--- config.mk ---
export PLATFORM = sky130hd
export DESIGN_NAME = register_file
export DESIGN_NICKNAME = d
export VERILOG_FILES = /design/src/rtl/register_file.sv
export SDC_FILE = /design/constraint.sdc
export NUM_CORES = 1
export LEC_CHECK = 0
export CORE_ASPECT_RATIO = 1.5
export CORE_MARGIN = 3
export CORE_UTILIZATION = 68
export CTS_BUF_LIST = sky130_fd_sc_hd__clkbuf_8
export DETAILED_ROUTE_END_ITERATION = 16
export PLACE_DENSITY = 0.88
export RECOVER_POWER = 25
export SKIP_CTS_REPAIR_TIMING = 1
export SLEW_MARGIN = 20
export SYNTH_ARGS = -nofsm -noshare
export SYNTH_HDL_FRONTEND = slang
export SYNTH_SLANG_ARGS = --single-unit
--- constraint.sdc ---
create_clock -name clk -period 3.2 [get_ports clk]
set_clock_uncertainty 0.15 [all_clocks]
set_input_delay 0.48 -clock clk [delete_from_list [all_inputs] [get_ports clk]]
set_output_delay 0.48 -clock clk [all_outputs]
set_load 0.01 [all_outputs]
--- src/rtl/register_file.sv ---
//==============================================================================
// register_file : 16 x 16-bit register file, two async read ports, one write
//                 port, R0 hardwired to zero, write-to-read bypass.
// Revision      : 1.0
//==============================================================================
`default_nettype none

module register_file (
  input  logic        clk,
  input  logic        rst,
  input  logic [3:0]  SrcReg1,
  input  logic [3:0]  SrcReg2,
  input  logic [3:0]  DstReg,
  input  logic        WriteReg,
  input  logic [15:0] DstData,
  output logic [15:0] SrcData1,
  output logic [15:0] SrcData2
);

  localparam int          NUM_REGS = 16;
  localparam int          DATA_W   = 16;
  localparam logic [3:0]  ZERO_REG = 4'd0;

  logic [DATA_W-1:0] regs [NUM_REGS];
  logic              wr_active;

  // R0 is excluded here so it can never leave its reset value.
  assign wr_active = WriteReg && (DstReg != ZERO_REG);

  always_ff @(posedge clk or negedge rst) begin
    if (!rst) begin
      for (int i = 0; i < NUM_REGS; i++) begin
        regs[i] <= '0;
      end
    end else if (wr_active) begin
      regs[DstReg] <= DstData;
    end
  end

  // Reset forces zero and suppresses the bypass; the bypass takes priority
  // over stored contents so a reader sees the value about to be written.
  function automatic logic [DATA_W-1:0] read_port(input logic [3:0] idx);
    logic [DATA_W-1:0] data;
    data = '0;
    if (!rst) begin
      data = '0;
    end else if (wr_active && (idx == DstReg)) begin
      data = DstData;
    end else if (idx == ZERO_REG) begin
      data = '0;
    end else begin
      data = regs[idx];
    end
    return data;
  endfunction

  always_comb begin
    SrcData1 = '0;
    SrcData2 = '0;
    SrcData1 = read_port(SrcReg1);
    SrcData2 = read_port(SrcReg2);
  end

endmodule

`default_nettype wire

After elaboration in Yosys (flattened, before gate mapping) --
Index checks and enable logic that the tools add are counted.
Storage, ports and cells: input bits 31, bits in registers 256, output and inout bits 32
Cells by class: reductions and logical operators 7, order comparisons 4, muxes and demuxes 15, bitwise operators 3, eq/ne operators 2
Operators with widths (count):
- bitwise mux 256 bit | 1
- 2-to-1 mux 16 bit | 11
- binary-select mux 16 bit (select 4 bit) | 2
- demux 16 bit (select 4 bit) | 1
- greater-or-equal comparator 5 bit (second input constant) | 3
- inverter 4 -> 5 bit | 3
- == test 4 bit | 2
- zero test 4 bit | 2
- less-than comparator 5 x 1 -> 1 bit (second input constant) | 1
- logical AND 1 bit | 4
- nonzero test 4 bit | 1

Longest topological paths before layout --
Gate-level depths: netlist of run 1.
depth after elaboration 7, gate-level depth with buffers 8, mapped depth without buffers 4

Worst setup path after synthesis of run 1 --
OpenSTA, ideal clock, no wires.
path type input port to output port, from input port SrcReg1[2], to output port SrcData1[10], data required time 2570 ps, setup slack 680 ps, cell stages on the path 5, data arrival time 1890 ps, path through buf_2 -> clkbuf_1 -> mux4_2 -> a211o_1 -> a32o_1
Between the ends: longest elaborated chain between the ends 7, elaborated cells on any way between the ends 10, those cells by class eq/ne: 1; mux: 6; bitwise: 1; reduce/logical: 2
RTL lines:
- from (decl) | RTL line 11 | input logic [3:0] SrcReg1,
- inverter 4 -> 5 bit (implied by the code) | RTL line 52 | data = regs[idx];
- binary-select mux 16 bit (select 4 bit) | RTL line 52
- 2-to-1 mux 16 bit (implied by the code) (2 in series) | RTL line 52
- 2-to-1 mux 16 bit | RTL line 49 | end else if (idx == ZERO_REG) begin
- 2-to-1 mux 16 bit * | RTL line 47 | end else if (wr_active && (idx == DstReg)) begin
- 2-to-1 mux 16 bit * | RTL line 45 | if (!rst) begin
- to (decl) | RTL line 16 | output logic [15:0] SrcData1,
Mark *: on every way between the ends. The rest lies on a longest branch, timed or not. The select of a mux whose other input is x is not followed.

Worst setup path after layout of run 1 --
from input port SrcReg2[3], to output port SrcData2[1]
Between the ends: longest elaborated chain between the ends 7, elaborated cells on any way between the ends 10, those cells by class eq/ne: 1; mux: 6; bitwise: 1; reduce/logical: 2
RTL lines:
- from (decl) | RTL line 12 | input logic [3:0] SrcReg2,
- inverter 4 -> 5 bit (implied by the code) | RTL line 52
- binary-select mux 16 bit (select 4 bit) | RTL line 52
- 2-to-1 mux 16 bit (implied by the code) (2 in series) | RTL line 52
- 2-to-1 mux 16 bit | RTL line 49
- 2-to-1 mux 16 bit * | RTL line 47
- 2-to-1 mux 16 bit * | RTL line 45
- to (decl) | RTL line 17 | output logic [15:0] SrcData2
Marked as above.

==> results.json, run 1 <==
{
  "clock_tree.root_cell": "sky130_fd_sc_hd__clkbuf_8",
  "synth_async_sr_flop_share_pct": 100.0,
  "tritoncts_num_sinks": 256,
  "synth.top_cell.area_share_pct": 45.33,
  "max-cap-violations": 1,
  "power.share.switching_pct": 29.83,
  "netlist_top_cells_area": "sky130_fd_sc_hd__dfrtp_1 45%, sky130_fd_sc_hd__mux4_2 19%, sky130_fd_sc_hd__mux2_2 17%",
  "share_of_total_power_in_combinational_logic_pct": 25.8,
  "largest_register_ffs": 256,
  "period_share_pct": 98.54,
  "floorplan.core_area_um2": 20420,
  "dr.pass1.iters": 5,
  "worstSetupStartpointType": "primary input",
  "fp.dieArea_um2": 22590,
  "regToRegStartpoint": "regs[53]",
  "p_leak_nw": 7.761,
  "syn-instance-count": 935,
  "worst_setup_path_end_kind": "output pin",
  "grt_pass1_vias": 10310,
  "post-dp-hpwl_um": 25660,
  "timing.reg2reg.setup_slack_ns": 2.03,
  "share_clk_of_total_power_pct": 28.5,
  "tritoncts_buffer_count": 40,
  "area_delta_synth_final_pct": 19.05,
  "p_int_mw": 7.047,
  "ys_dominant_reg_cell": "sky130_fd_sc_hd__dfrtp_1",
  "layout-drive-gt1-share_pct": 51.85,
  "postLayoutCellArea_um2": 16830,
  "r2r_end": "regs[53]",
  "synth_area_leader_cell": "sky130_fd_sc_hd__dfrtp_1",
  "synth_most_common_cell": "sky130_fd_sc_hd__dfrtp_1",
  "synth_area_per_cell_um2": 15.12,
  "place.gp.congestion": 0.8885,
  "max_slew_margin_pct": -53.94,
  "die_w_um": 123.7,
  "final_max_slew_viol_count": 171,
  "seq_cells_post_synth": 256,
  "clk_transition_reported_paths_ns": 0.06,
  "grt_setup_unrepaired": "no",
  "port-buffer-count": 62,
  "crit_path_start": "SrcReg2[3]",
  "pin_count_of_the_biggest_net_entering_global_routing": 171,
  "top_register": "regs",
  "final_worst_path_period_need_ns": 3.153,
  "endpoint": "SrcData2[1]",
  "ir_drop_mv": 0.4826,
  "tritoncts": "built",
  "power_density_nw_per_um2": 596.9,
  "synth_area_um2": 14130,
  "clk-insertion-delay-late_ns": 0.54,
  "cp.required_ns": 2.57,
  "core.rowCount": 64,
  "postRouteWirelength_um": 44870,
  "worst-setup-path-type": "primary input to output pin",
  "area.sequential_um2": 6406,
  "largestRegisters": "regs (256)",
  "dr_total_vias": 10300,
  "r2r.worst_path.cells": 1,
  "detail_route.wl_per_cell_um": 32.70,
  "total_switching_power_mw": 2.995,
  "yosys_warnings": 0,
  "most_instantiated_cells_after_synthesis": "256 x sky130_fd_sc_hd__dfrtp_1, 210 x sky130_fd_sc_hd__mux2_2, 122 x sky130_fd_sc_hd__mux4_2",
  "fillerInstances": 968,
  "dieHeight_um": 182.6,
  "final_hold_viol_count": 0,
  "clock_tree.htree_level_count": 2,
  "synth_sequential_area_ratio_pct": 45.33,
  "crit_arrival_ns": 2.52,
  "multi_input_comb_area_um2": 7212,
  "drtIter0Drc": 1434,
  "grt_pass1_wl_um": 60330,
  "final_cell_count_no_fill": 1372,
  "detailed_place.area_um2": 15570,
  "seqPwrFrac_pct": 45.7,
  "vias_per_cell": 7.507,
  "ios": 63,
  "critical_path_peak_fanout": 7,
  "number_of_cells_after_detailed_placement": 1265,
  "worst_pin_slew_ns": 2.309,
  "remaining_drc_errors": 0,
  "synth_nets": 966,
  "gr-usage-all-layers_pct": 36.15,
  "timing.fmax_mhz": 317.1,
  "ant_nets": 0,
  "run_status": "complete, but fails checks",
  "hold_path_class": "flop to flop",
  "violations": "capacitance limit, slew limit",
  "worstHoldPathCells": 0,
  "layout.nets": 1110,
  "synth_edf_count": 0,
  "grt_antenna_before_repair": 1,
  "fin_total_pwr_mw": 10.04,
  "ctsLongestPathBuffers": 3,
  "synth.lib_cells_used.distinct": 36,
  "globalRouteOverflowTotal": 0,
  "initial_core_utilization_pct": 69.22,
  "worst_hold_slack_ns": 0.2503,
  "setup-violations-final": 0
}
==> logic make-up after synthesis <==
group                  Yosys count  synth area share (%)
XOR/XNOR                         8                0.4958
AND/OR/NAND/NOR                106                 4.064
flip-flops                     256                 45.33
buffers and inverters          106                 4.090
multiplexers                   394                 41.78
AO/OA/AOI/OAI                   65                 4.240
==> layer usage <==
| layer | up-vias | track usage [%] | share of wire, % |
|---|---|---|---|
| li1 | 3917 | - | - |
| met1 | 5242 | 46.37 | 32 |
| met2 | 847 | 58.44 | 48 |
| met3 | 293 | 5.767 | 11 |
| met4 | 0 | 20.80 | 9.5 |
| met5 | - | 0 | 0 |
==> power by group through the flow <==
stage / logic, mW / clock network (mW) / registers, mW
detailed placement: 2.43 / 0 / 4.53
floorplan: 1.77 / 0 / 4.32
global route: 2.71 / 3.01 / 4.64
CTS: 2.46 / 2.86 / 4.49
global placement: 2.33 / 0 / 4.46
finish: 2.59 / 2.86 / 4.59
==> stage by stage <==
step	worst slack (ns)	util, %	setup TNS [ns]
after floorplan	0.6802	-	0
after global placement	-0.2127	76.23	-3.334
after detailed placement	-0.3261	76.23	-4.785
after CTS	-0.3358	80.25	-5.248
after global routing	0.01883	82.40	0
final	0.04671	82.40	0
==> cell type report <==
cell class	instances	share of cell area, %
antenna	1	0.01487
tap	264	1.963
clock inverter	18	0.6246
clock buffer	52	4.253
inverter	1	0.02231
sequential	256	38.07
timing repair buffer	206	12.19
multi-input combinational	574	42.86
==> how the worst min path moves through the flow <==
stage               startpoint        end  slack [ns]
floorplan                  rst    regs[0]        0.03
global placement     regs[248]  regs[248]        0.23
detailed placement   regs[246]  regs[246]        0.23
CTS                        rst  regs[156]       -0.21
global route         regs[251]  regs[251]        0.26
finish               regs[241]  regs[241]        0.25
==> cells in the final DEF (no fill, tap or decap), types with 3 or more instances in the layout <==
master                            instances
sky130_fd_sc_hd__dfrtp_1                256
sky130_fd_sc_hd__clkbuf_8                52
sky130_fd_sc_hd__mux2i_1                 25
sky130_fd_sc_hd__a211o_1                 20
sky130_fd_sc_hd__mux2_1                  20
sky130_fd_sc_hd__nor2_2                  11
sky130_fd_sc_hd__mux2_2                 210
sky130_fd_sc_hd__mux4_1                   6
sky130_fd_sc_hd__o211a_4                  3
sky130_fd_sc_hd__mux4_2                 122
sky130_fd_sc_hd__nand2_1                 32
sky130_fd_sc_hd__nor2b_1                 23
sky130_fd_sc_hd__mux2_4                  10
sky130_fd_sc_hd__dlymetal6s2s_1          36
sky130_fd_sc_hd__a22oi_1                  8
sky130_fd_sc_hd__a32o_1                  20
sky130_fd_sc_hd__a22o_1                  12
sky130_fd_sc_hd__buf_12                  20
sky130_fd_sc_hd__or3_1                    3
sky130_fd_sc_hd__inv_1                   11
sky130_fd_sc_hd__nand2b_1                 3
sky130_fd_sc_hd__nand3_1                 20
sky130_fd_sc_hd__clkinv_2                 6
sky130_fd_sc_hd__clkdlybuf4s50_1         19
sky130_fd_sc_hd__buf_4                  121
sky130_fd_sc_hd__xnor2_1                  8
==> critical path, stage by stage <==
cell and delay (ns):
sky130_fd_sc_hd__clkdlybuf4s50_1 0.47, sky130_fd_sc_hd__buf_6 0.14, sky130_fd_sc_hd__xnor2_1 0.14, sky130_fd_sc_hd__nand4_1 0.13
sky130_fd_sc_hd__buf_4 0.20, sky130_fd_sc_hd__nor2_4 0.21, sky130_fd_sc_hd__clkbuf_16 0.20, sky130_fd_sc_hd__buf_4 0.11
sky130_fd_sc_hd__buf_4 0.12, sky130_fd_sc_hd__a32o_1 0.14, sky130_fd_sc_hd__dlymetal6s2s_1 0.19
(Power assumes the default switching activity.)
==> run 2, diff against run 1 <==
--- a/config.mk
+++ b/config.mk
@@ -10,7 +10,7 @@
 export CORE_UTILIZATION = 68
 export CTS_BUF_LIST = sky130_fd_sc_hd__clkbuf_8
 export DETAILED_ROUTE_END_ITERATION = 16
-export PLACE_DENSITY = 0.88
+export PLACE_DENSITY = 0.84
 export RECOVER_POWER = 25
 export SKIP_CTS_REPAIR_TIMING = 1
 export SLEW_MARGIN = 20
==> run 2 against run 1 <==
The run ends with capacitance limit, slew limit, setup timing left. Utilization down 1.1 points. Clock power down 8.7%. Combinational power decreased by 4%. Highest routed layer unchanged. Register-to-register slack improved by 0.18 ns. Setup slack worse by 0.14 ns. Fmax fell by 4.3%. Global-route usage grew 0.11 points. First-iteration DRC count fell by 35%. Worst hold slack got worse by 0.0037 ns. Final cell count decreased by 1.9%.
==> results.json, run 2 (synthesized netlist as in run 1, its figures left out) <==
{
  "grt_setup_unrepaired": "yes",
  "clk_transition_reported_paths_ns": 0.06,
  "pin_count_of_the_biggest_net_entering_global_routing": 159,
  "setup-violations-final": 8,
  "critical_path_peak_fanout": 16,
  "top_register": "regs",
  "hold_path_class": "flop to flop",
  "p_int_mw": 6.890,
  "total_switching_power_mw": 2.727,
  "core.rowCount": 64,
  "largestRegisters": "regs (256)",
  "seqPwrFrac_pct": 47.0,
  "share_clk_of_total_power_pct": 27.1,
  "dr_total_vias": 9608,
  "post-dp-hpwl_um": 27380,
  "drtIter0Drc": 937,
  "layout.core_utilization_pct": 81.26,
  "die_w_um": 123.7,
  "layout-drive-gt1-share_pct": 50.37,
  "final_max_slew_viol_count": 101,
  "ir_drop_mv": 0.4268,
  "clock_tree.htree_level_count": 2,
  "area_delta_synth_final_pct": 17.40,
  "final_worst_path_period_need_ns": 3.295,
  "postRouteWirelength_um": 39380,
  "power.share.switching_pct": 28.35,
  "cp.required_ns": 2.57,
  "globalRouteOverflowTotal": 0,
  "n_antenna_cell": 0,
  "crit_arrival_ns": 2.67,
  "clock_tree.root_cell": "sky130_fd_sc_hd__clkbuf_8",
  "tritoncts_buffer_count": 39,
  "worst_hold_slack_ns": 0.2467,
  "largest_register_ffs": 256,
  "worst-setup-path-type": "primary input to output pin",
  "final.setup.worst_slack_ns": -0.09522,
  "dieHeight_um": 182.6,
  "port-buffer-count": 62,
  "fp.dieArea_um2": 22590,
  "finalSetupTns_ns": -0.5551,
  "pre_cts_slack_ns": -0.1167,
  "detail_route.wl_per_cell_um": 29.26,
  "max_slew_margin_pct": -14.72,
  "final_common_cell": "sky130_fd_sc_hd__dfrtp_1",
  "period_share_pct": 103.0,
  "tritoncts_num_sinks": 256,
  "worst_setup_path_end_kind": "output pin",
  "ant_nets": 0,
  "gr-usage-all-layers_pct": 36.26,
  "ctsLongestPathBuffers": 3,
  "place.gp.congestion": 0.9048,
  "ios": 63,
  "grt_antenna_before_repair": 0,
  "clk-insertion-delay-late_ns": 0.53,
  "vias_per_cell": 7.138,
  "power_density_nw_per_um2": 579.6,
  "violations": "capacitance limit, slew limit, setup timing",
  "tritoncts": "built",
  "dr.pass1.iters": 5,
  "timing.fmax_mhz": 303.5,
  "floorplan.core_area_um2": 20420,
  "max-cap-violations": 2,
  "worstSetupStartpointType": "primary input",
  "share_of_total_power_in_combinational_logic_pct": 25.9,
  "grt_pass1_wl_um": 60340,
  "remaining_drc_errors": 0,
  "fin_total_pwr_mw": 9.617,
  "final_hold_viol_count": 0,
  "initial_core_utilization_pct": 69.22,
  "mostFrequentLayoutCells": "256 x sky130_fd_sc_hd__dfrtp_1, 210 x sky130_fd_sc_hd__mux2_2, 122 x sky130_fd_sc_hd__mux4_2",
  "worst_pin_slew_ns": 1.721,
  "grt_pass1_vias": 10400,
  "layout.nets": 1093,
  "run_status": "complete, but fails checks",
  "p_leak_nw": 7.492
}
[run 2: layer usage]
metal / track usage (%) / part of all wire (%) / vias to the layer above
met3: 8.558 / 8.4 / 169
li1: - / - / 3871
met5: 0 / 0 / -
met2: 57.72 / 51 / 552
met1: 46.20 / 35 / 5016
met4: 19.20 / 5.5 / 0
[run 2: worst paths after layout]
check,from,end,slack (ns),cells past startpoint
min,regs[246],regs[246],0.25,0
max in group asynchronous,rst,regs[104],0.31,3
min reg2reg,regs[246],regs[246],0.25,0
min in group asynchronous,rst,regs[145],0.46,2
max reg2reg,regs[55],regs[55],2.21,1
max,DstReg[0],SrcData2[8],-0.1,7
[run 2: cell type report]
class,count,area [µm²]
clock buffers,50,688.2
clock inverters,11,46.29
fillers,1059,3827
inverters,1,3.754
multi-input cells,573,7166
flip-flops and latches,256,6406
well taps,264,330.3
repair buffers,191,1952
[run 2: critical path, stage by stage]
cell and delay (ns):
sky130_fd_sc_hd__clkdlybuf4s50_1 0.45, sky130_fd_sc_hd__o41ai_2 0.54, sky130_fd_sc_hd__or2_2 0.23, sky130_fd_sc_hd__nor2_2 0.06, sky130_fd_sc_hd__buf_12 0.16, sky130_fd_sc_hd__a22o_1 0.26
sky130_fd_sc_hd__clkdlybuf4s50_1 0.48
[run 2: power by group through the flow]
stage | Combinational [mW] | Clock (mW) | Sequential, mW
floorplan | 1.77 | 0 | 4.32
global placement | 2.36 | 0 | 4.42
detailed placement | 2.46 | 0 | 4.54
CTS | 2.48 | 2.64 | 4.48
global route | 2.64 | 2.77 | 4.58
finish | 2.49 | 2.61 | 4.52
[run 2: per-stage QoR]
step,area [µm²],cells
2_1_floorplan,14130,935
3_3_place_gp,15740,1278
3_5_place_dp,15740,1278
4_1_cts,16470,1339
5_1_grt,16590,1346
6_report,16590,1346
